$ cat config.mk
export PLATFORM = sky130hd
export DESIGN_NAME = encoder
export DESIGN_NICKNAME = d
export VERILOG_FILES = /design/src/rtl/encoder.sv
export SDC_FILE = /design/constraint.sdc
export NUM_CORES = 1
export LEC_CHECK = 0
export BUFFER_PORTS_ARGS = -buffer_cell sky130_fd_sc_hd__buf_2
export CORE_MARGIN = 5
export CORE_UTILIZATION = 44
export DETAILED_ROUTE_END_ITERATION = 6
export PLACE_DENSITY = 0.65
export SETUP_SLACK_MARGIN = 0.2
export SLEW_MARGIN = 25
export SYNTH_ARGS = -nofsm -noshare
export SYNTH_HDL_FRONTEND = slang
export SYNTH_SLANG_ARGS = --single-unit
$ cat constraint.sdc
create_clock -name clk -period 2.46 [get_ports clk]
set_input_delay 0.246 -clock clk [delete_from_list [all_inputs] [get_ports clk]]
set_output_delay 0.246 -clock clk [all_outputs]
set_load 0.02 [all_outputs]
$ cat src/rtl/encoder.sv
// Transmit-side odd-parity encoder: appends a parity MSB to each payload and buffers bytes in a small FIFO.
// Optional feature macro ENCODER_ERR_INJECT_EN adds err_inject, which stores even parity for the pushed byte.
module encoder #(
    parameter int DATA_WIDTH = 8,
    parameter int FIFO_DEPTH = 4,
    parameter int CNT_WIDTH  = 16
) (
    input  logic                  clk,
    input  logic                  arst,
    input  logic                  in_valid,
    input  logic [DATA_WIDTH-2:0] in_data,
    output logic                  in_ready,
    output logic                  out_valid,
    output logic [DATA_WIDTH-1:0] out_byte,
    input  logic                  out_ready,
    output logic [CNT_WIDTH-1:0]  tx_count
`ifdef ENCODER_ERR_INJECT_EN
    ,
    input  logic                  err_inject
`endif
);

    localparam int AW = (FIFO_DEPTH > 1) ? $clog2(FIFO_DEPTH) : 1;
    localparam int CW = AW + 1;
    localparam logic [CW-1:0] FULL_C = CW'(FIFO_DEPTH);
    localparam logic [CW-1:0] EMPTY_C = CW'(0);

    function automatic logic odd_parity(input logic [DATA_WIDTH-2:0] d);
        return ~^d;
    endfunction

    logic [DATA_WIDTH-1:0] mem_r [FIFO_DEPTH];
    logic [AW-1:0]         wr_ptr_r;
    logic [AW-1:0]         rd_ptr_r;
    logic [CW-1:0]         count_r;
    logic [CW-1:0]         count_nxt_s;
    logic [CNT_WIDTH-1:0]  tx_count_r;
    logic                  parity_s;
    logic                  push_s;
    logic                  pop_s;
    logic                  in_ready_s;
    logic                  out_valid_s;

    // Flags come from the occupancy register only, so there is no ready/valid feed-through.
    always_comb begin
        in_ready_s  = (count_r != FULL_C);
        out_valid_s = (count_r != EMPTY_C);
        push_s      = in_valid && in_ready_s;
        pop_s       = out_valid_s && out_ready;
    end

    // Parity bit stored alongside the payload at push time.
    always_comb begin
`ifdef ENCODER_ERR_INJECT_EN
        parity_s = odd_parity(in_data) ^ err_inject;
`else
        parity_s = odd_parity(in_data);
`endif
    end

    // Occupancy next-state; simultaneous push and pop leaves it unchanged.
    always_comb begin
        case ({push_s, pop_s})
            2'b10:   count_nxt_s = count_r + CW'(1);
            2'b01:   count_nxt_s = count_r - CW'(1);
            default: count_nxt_s = count_r;
        endcase
    end

    // FIFO storage; contents are not reset since pointers gate visibility.
    always_ff @(posedge clk) begin
        if (push_s) begin
            mem_r[wr_ptr_r] <= {parity_s, in_data};
        end
    end

    // Pointers, occupancy and transmitted-byte counter.
    always_ff @(posedge clk or posedge arst) begin
        if (arst) begin
            wr_ptr_r   <= {AW{1'b0}};
            rd_ptr_r   <= {AW{1'b0}};
            count_r    <= {CW{1'b0}};
            tx_count_r <= {CNT_WIDTH{1'b0}};
        end else begin
            if (push_s) begin
                wr_ptr_r <= wr_ptr_r + AW'(1);
            end
            if (pop_s) begin
                rd_ptr_r   <= rd_ptr_r + AW'(1);
                tx_count_r <= tx_count_r + CNT_WIDTH'(1);
            end
            count_r <= count_nxt_s;
        end
    end

    // Output drive; out_byte reads as zero while the FIFO is empty.
    always_comb begin
        in_ready  = in_ready_s;
        out_valid = out_valid_s;
        tx_count  = tx_count_r;
        if (out_valid_s) begin
            out_byte = mem_r[rd_ptr_r];
        end else begin
            out_byte = {DATA_WIDTH{1'b0}};
        end
    end

endmodule

==> results of run 1 <==
-- flip-flops by register name (all words and copies together), names as in the netlist --
name / flops
count_r: 3
mem_r: 32
tx_count: 16
wr_ptr_r: 2
rd_ptr_r: 2
-- critical path: stages (launching register included) --
cell and delay (ns):
dfrtp_2 0.48, buf_4 0.21, mux4_2 0.52, and2b_1 0.17, buf_2 0.15
-- layer usage --
layer,up-vias,part of all wire,GRT usage
met4,0,0.013,0.0409
met5,-,0,0
met2,28,0.49,0.216
met1,676,0.45,0.174
met3,5,0.047,0.0355
li1,635,-,-
-- placed cells by master (no fill, tap or decap), types with 2 or more instances in the layout --
master	instances
nand3_1	2
mux4_2	8
nor2_1	6
dfrtp_1	22
nor3_1	3
clkbuf_8	5
nor2b_1	3
and3_1	5
nand4_1	6
nand2_1	9
xor2_1	11
ha_1	6
mux2_2	2
and2b_1	5
xnor2_1	16
edfxtp_1	32
buf_2	36
inv_1	9
buf_4	2
-- path summary, 6_finish.rpt --
kind / from / endpoint / slack [ns] / cells after the start
min in group clk: in_data[3] / mem_r[1][3] / 0.19 / 1
max in group asynchronous: arst / rd_ptr_r[0] / 1.74 / 2
max reg2reg: count_r[0] / count_r[2] / 0.42 / 10
max: rd_ptr_r[0] / out_byte[7] / 0.40 / 4
min: arst / tx_count[12] / 0.12 / 2
min reg2reg: tx_count[15] / tx_count[15] / 0.49 / 1
-- stage by stage --
stage               utilization  power (mW)  setup WS, ns  hold WS [ns]
floorplan                     -        2.23         0.335         0.248
detailed placement        0.511        2.60         0.330         0.478
global route              0.528        3.24         0.237         0.188
CTS                       0.526        3.07         0.250         0.169
finish                    0.528        3.04         0.400         0.121
global placement          0.511        2.54         0.471         0.456
-- final cells by class --
class / count / area, um2
clock buffer: 6 / 72.6
inverter: 9 / 33.8
sequential: 55 / 1540
fill: 436 / 2440
timing repair buffer: 38 / 195
clock inverter: 2 / 8.76
tap: 70 / 87.6
multi-input combinational: 89 / 796
-- report_power, final --
group          switching [mW]  internal [mW]  total, mW
sequential              0.198           1.22       1.42
combinational           0.635          0.514       1.15
clock                   0.272          0.197      0.468
-- kinds of logic after synthesis --
family                   Yosys count  share of synthesized area
adder cells (fa/ha/maj)            7                     0.0400
flip-flops                        55                      0.646
AO/OA/AOI/OAI                      1                    0.00368
multiplexers                      11                     0.0894
AND/OR/NAND/NOR                   43                     0.0988
XOR/XNOR                          27                     0.0994
buffers and inverters             13                     0.0231
==> summary.md, run 1 <==
| Metric | Value |
|---|---|
| Status | complete, no violations |
| Final cell count without fillers | 269 |
| Type of the most critical hold path | in -> async |
| Inserted Diodes | 0 |
| Clk buf depth | 2 |
| DRT iter0 DRCs | 109 |
| Vias in the first global route | 1429 |
| Wire length of the first global-routing pass | 7280 um |
| Layout cell share with drive strength beyond 1 | 0.291 |
| Max IR drop VDD | 0.549 mV |
| Antenna violations before repair | 0 |
| Reg clk slew, reported paths | 0.09 ns |
| Post-synth top area cell | edfxtp_1 |
| Seq/Total Area, Yosys | 0.646 |
| Cells after Synth | 157 |
| Hold buffers post-CTS | 0 |
| Drt via density | 5.00 |
| Num rows | 26 |
| WL per Instance | 16.1 um |
| Max Fclk | 485 MHz |
| Count leader, synth | edfxtp_1 |
| Syn. warnings | 0 |
| Worst-Skew Late Latency | 0.30 ns |
| Max-cap viol count | 0 |
| Tightest Pin Transition | 0.883 ns |
| Crit. End Element | output port |
| GRT overflow | 0 |
| Setup bufs post-CTS | 0 |
| WP data required | 2.21 ns |
| Sinks on Clock Net | 55 |
| Post-CTS sizing | 0 |
| GP Congestion | 0.758 |
| # setup viols final | 0 |
| Post-route cell area | 2730 um2 |
| DIE HEIGHT | 83.5 um |
| Syn_nets | 175 |
| Largest net degree at the start of global routing | 24 |
| Synth cell types | 25 |
| CTS Root Buffer Type | clkbuf_8 |
| Htree depth | 2 |
| Critical path type | reg -> out |
| 1st-pass router iterations | 4 |
| IO Count | 37 |
| Cells after DPL | 261 |
| Synth Flop Type | edfxtp_1 |
| Final clock skew | 0.00219 ns |
| Final-stage net count | 216 |
| Slew HR | 0.411 |
| Full die area | 6980 um2 |
| Crit path time final | 2.06 ns |
| DP Area | 2640 um2 |
| Mapped Area | 2380 um2 |
| Final period utilization | 0.837 |
| Total CTS buffers | 5 |
| Antenna Violating Nets Remaining | 0 |
| Fin. Hold Viols | 0 |
| Avg Cell Area, Syn | 15.2 um2 |
| Vias | 1344 |
| Post-DP HPWL | 3140 um |
| Async set-reset flop share out of synthesis | 0.418 |
| Pwr dens | 1110 nW/um2 |
| Final WL | 4330 um |
| Starting Density | 0.460 |
| PortBufs | 36 |
| Setup TNS | 0 ns |
| Worst-path maximum fanout | 6 |
| Leak | 1.15 nW |
| #FFs+latches synth | 55 |
| Number of synthesized flops with an enable pin | 32 |
| Area Overhead vs Synth | 14.8% |
| Core box area | 5170 um2 |
| Synth top cells by count | edfxtp_1, dfrtp_1, xnor2_1 |
| Die Span X | 83.5 um |
| Total GRT Usage | 0.133 |
| Slew Viols, Final | 0 |
| Top cell type's share of synthesized area | 0.404 |
| DRC Markers | 0 |
| Critical path arrival | 1.81 ns |
| Unrepaired setup endpoints after global routing | false |
| CP startpoint kind | flop |
| CTS tree | built |
| Top post-synthesis cells by area | edfxtp_1, dfrtp_1, mux4_2 |
No activity file was read; power rests on OpenSTA's default activity.
==> inputs of run 2 (changes only) <==
--- a/config.mk
+++ b/config.mk
@@ -5,6 +5,7 @@
 export SDC_FILE = /design/constraint.sdc
 export NUM_CORES = 1
 export LEC_CHECK = 0
+export ABC_AREA = 1
 export BUFFER_PORTS_ARGS = -buffer_cell sky130_fd_sc_hd__buf_2
 export CORE_MARGIN = 5
 export CORE_UTILIZATION = 44
==> constraint.sdc (replaced) <==
create_clock -name clk -period 2.1 [get_ports clk]
set_input_delay 0.21 -clock clk [delete_from_list [all_inputs] [get_ports clk]]
set_output_delay 0.21 -clock clk [all_outputs]
set_load 0.02 [all_outputs]
==> run 2 against run 1 <==
- sequential power rose by 11%
- non-clock buffer count rose by 13
- register-to-register slack got worse by 0.15 ns
- count of clock-buffer cells in the layout fell by 1
- die area rose by 9.7%
- wire length rose by 19%
- synthesized cell count rose by 76%
- total power rose by 30%
- synthesized area rose by 11%
- utilization rose by 0.43 points
- critical path depth rose by 5
==> summary.md, run 2 <==
| Metric | Value |
|---|---|
| Status | complete, no violations |
| Die Span X | 87.5 um |
| Mux contribution to synthesized area | 0 |
| CP startpoint kind | flop |
| Layout cell share with drive strength beyond 1 | 0.233 |
| Compound-Gate Fraction of Synth Area | 0.0530 |
| Number of synthesized flops with an enable pin | 32 |
| Worst path max stage delay | 0.44 ns |
| Syn. warnings | 0 |
| Count leader, synth | nand2_1 |
| CP Cell Sequence | nor2_4 > nand2_2 > nand2_4 > ha_4 > inv_2 > fa_2 > a21oi_2 > o21ai_2 > xor2_1 |
| 1st-pass router iterations | 4 |
| Final cell count without fillers | 405 |
| WP buf/inv | 1 |
| Max-cap viol count | 0 |
| Most frequent cells in the layout | nand2_1, nor2_1, buf_2 |
| WL per Instance | 12.7 um |
| Top cell type's share of synthesized area | 0.363 |
| Final-stage net count | 347 |
| DIE HEIGHT | 87.5 um |
| Syn_nets | 294 |
| Final WL | 5160 um |
| Antenna violations before repair | 0 |
| Starting Density | 0.449 |
| Wire length of the first global-routing pass | 8130 um |
| Slew Viols, Final | 0 |
| CTS tree | built |
| Slew HR | 0.789 |
| Max Fclk | 545 MHz |
| IO Count | 37 |
| WP data required | 2.31 ns |
| Tightest Pin Transition | 0.316 ns |
| DRC Markers | 0 |
| Num rows | 28 |
| Synth Area in Adders | 0.0360 |
| Top post-synthesis cells by area | edfxtp_1, dfrtp_1, nand2_1 |
| Pwr dens | 1260 nW/um2 |
| Worst path top cell family by delay | adder cells |
| Mapped Area | 2640 um2 |
| Cells after DPL | 390 |
| Vias in the first global route | 1702 |
| Largest Register | mem_r |
| Vias | 1902 |
| GP Congestion | 0.810 |
| Worst-Skew Late Latency | 0.32 ns |
| Core box area | 5890 um2 |
| GRT overflow | 0 |
| PortBufs | 36 |
| DRT iter0 DRCs | 95 |
| Multi-input logic area | 982 um2 |
| Type of the most critical hold path | in -> reg |
| Seq/Total Area, Yosys | 0.581 |
| Async set-reset flop share out of synthesis | 0.418 |
| Area Overhead vs Synth | 18.5% |
| Reg clk slew, reported paths | 0.10 ns |
| Most common cell after layout, fill and taps aside | nand2_1 |
| Critical path type | reg -> reg |
| Critical path arrival | 2.04 ns |
| Max IR drop VDD | 0.677 mV |
| Inserted Diodes | 0 |
| Htree depth | 2 |
| Clk buf depth | 2 |
| Post-route cell area | 3130 um2 |
| Total GRT Usage | 0.141 |
| Full die area | 7660 um2 |
| Total CTS buffers | 5 |
| Final core utilization | 0.532 |
| #FFs+latches synth | 55 |
| Sinks on Clock Net | 55 |
| Max FFs per register | 32 |
| # setup viols final | 0 |
| Unrepaired setup endpoints after global routing | false |
| Final clock skew | 0.00721 ns |
| Final period utilization | 0.873 |
| CTS Root Buffer Type | clkbuf_8 |
| Crit. End Element | flop |
| Leak | 1.46 nW |
| Synth cell types | 24 |
| Worst-path maximum fanout | 4 |
| Avg Cell Area, Syn | 9.58 um2 |
| Drt via density | 4.70 |
| Synth Flop Type | edfxtp_1 |
| Post-synth top area cell | edfxtp_1 |
| Antenna Violating Nets Remaining | 0 |
| Slowest CP cell | dfrtp_1 |
| Largest net degree at the start of global routing | 24 |
| Crit path time final | 1.83 ns |
| DP Area | 2950 um2 |
| Largest family of logic cells by synthesized area | simple AND/OR/NAND/NOR gates |
| Xor/xnor cell area share of the yosys netlist | 0.0431 |
| Setup TNS | 0 ns |
| Synth top cells by count | nand2_1, nor2_1, edfxtp_1 |
| Fill cell count | 539 |
| Post-DP HPWL | 3540 um |
| Register area | 1540 um2 |
| Fin. Hold Viols | 0 |
| Post-Synth Simple-Gate Area | 0.226 |
| Cells after Synth | 276 |
run 2: changes by cell type in the layout (fill, tap and decap cells not counted), moves of 8 or more:
cell and delta:
buf_4 +12, nand2_1 +52, o21ai_0 +17, nor2_1 +44, a21oi_1 +9, xnor2_1 -13, mux4_2 -8, inv_1 +21
run 2: final timing paths:
kind,slack (ns),from,endpoint,depth (start not counted)
min in group asynchronous,0.46,arst,rd_ptr_r[1],4
max in group asynchronous,1.40,arst,rd_ptr_r[0],4
hold reg to reg,0.50,tx_count[15],tx_count[15],2
setup / recovery,0.27,count_r[0],count_r[2],9
setup reg to reg,0.27,count_r[0],count_r[2],9
hold / removal,0.14,in_data[6],mem_r[3][6],1
run 2: where the power goes:
group	switching [mW]	total, mW	internal, mW
clock	0.382	0.637	0.254
sequential	0.167	1.58	1.42
combinational	1.09	1.73	0.635
run 2: final cells by class:
class,count,area share
tap,75,0.0300
clock inverter,3,0.00998
inverter,33,0.0395
timing repair buffer,51,0.0942
sequential,55,0.491
clock buffer,5,0.0220
multi-input combinational,183,0.313
run 2: per-layer routing:
metal | up-vias | share of wire | track usage | wire length [um]
met3 | 6 | 0.050 | 0.0397 | 256
met2 | 28 | 0.48 | 0.220 | 2450
met4 | 0 | 0.014 | 0.0530 | 73
met5 | - | 0 | 0 | 0
met1 | 883 | 0.46 | 0.187 | 2370
li1 | 985 | - | - | -
run 2: worst reg2reg max path, delay by kind of cell, from the launching register on:
| kind | cells | cell delay, ns |
|---|---|---|
| AOI/OAI and AO/OA | 2 | 0.22 |
| adders and majority gates | 2 | 0.51 |
| DFF | 1 | 0.44 |
| xor gates and xnor gates | 1 | 0.13 |
| and+or+nand+nor | 3 | 0.38 |
| buffers and inverters | 1 | 0.05 |
run 2: repair_timing:
item / in CTS / in global routing
cloned: 0 / 0
gates resized for setup: 2 / 7
hold buffers: 1 / 0
endpoints found under the hold margin: 23 / 0
endpoints found under the setup margin: 2 / 3
pin swaps: 0 / 5
setup buffers: 0 / 6
run 2: per-stage QoR:
step           power (mW)  hold slack [ns]  setup slack [ns]
6_report             3.95            0.142             0.266
5_1_grt              4.25            0.133             0.191
4_1_cts              3.88            0.132             0.214
3_5_place_dp         3.23            0.270             0.182
3_3_place_gp         3.20            0.264             0.229
2_1_floorplan        2.73            0.212             0.215
run 2: logic make-up (layout without fill, tap and decap cells):
logic type	after synthesis	after routing
xor gates and xnor gates	13	13
and+or+nand+nor	135	135
buffers and inverters	38	92
DFF	55	55
adders and majority gates	7	7
AOI/OAI and AO/OA	28	28
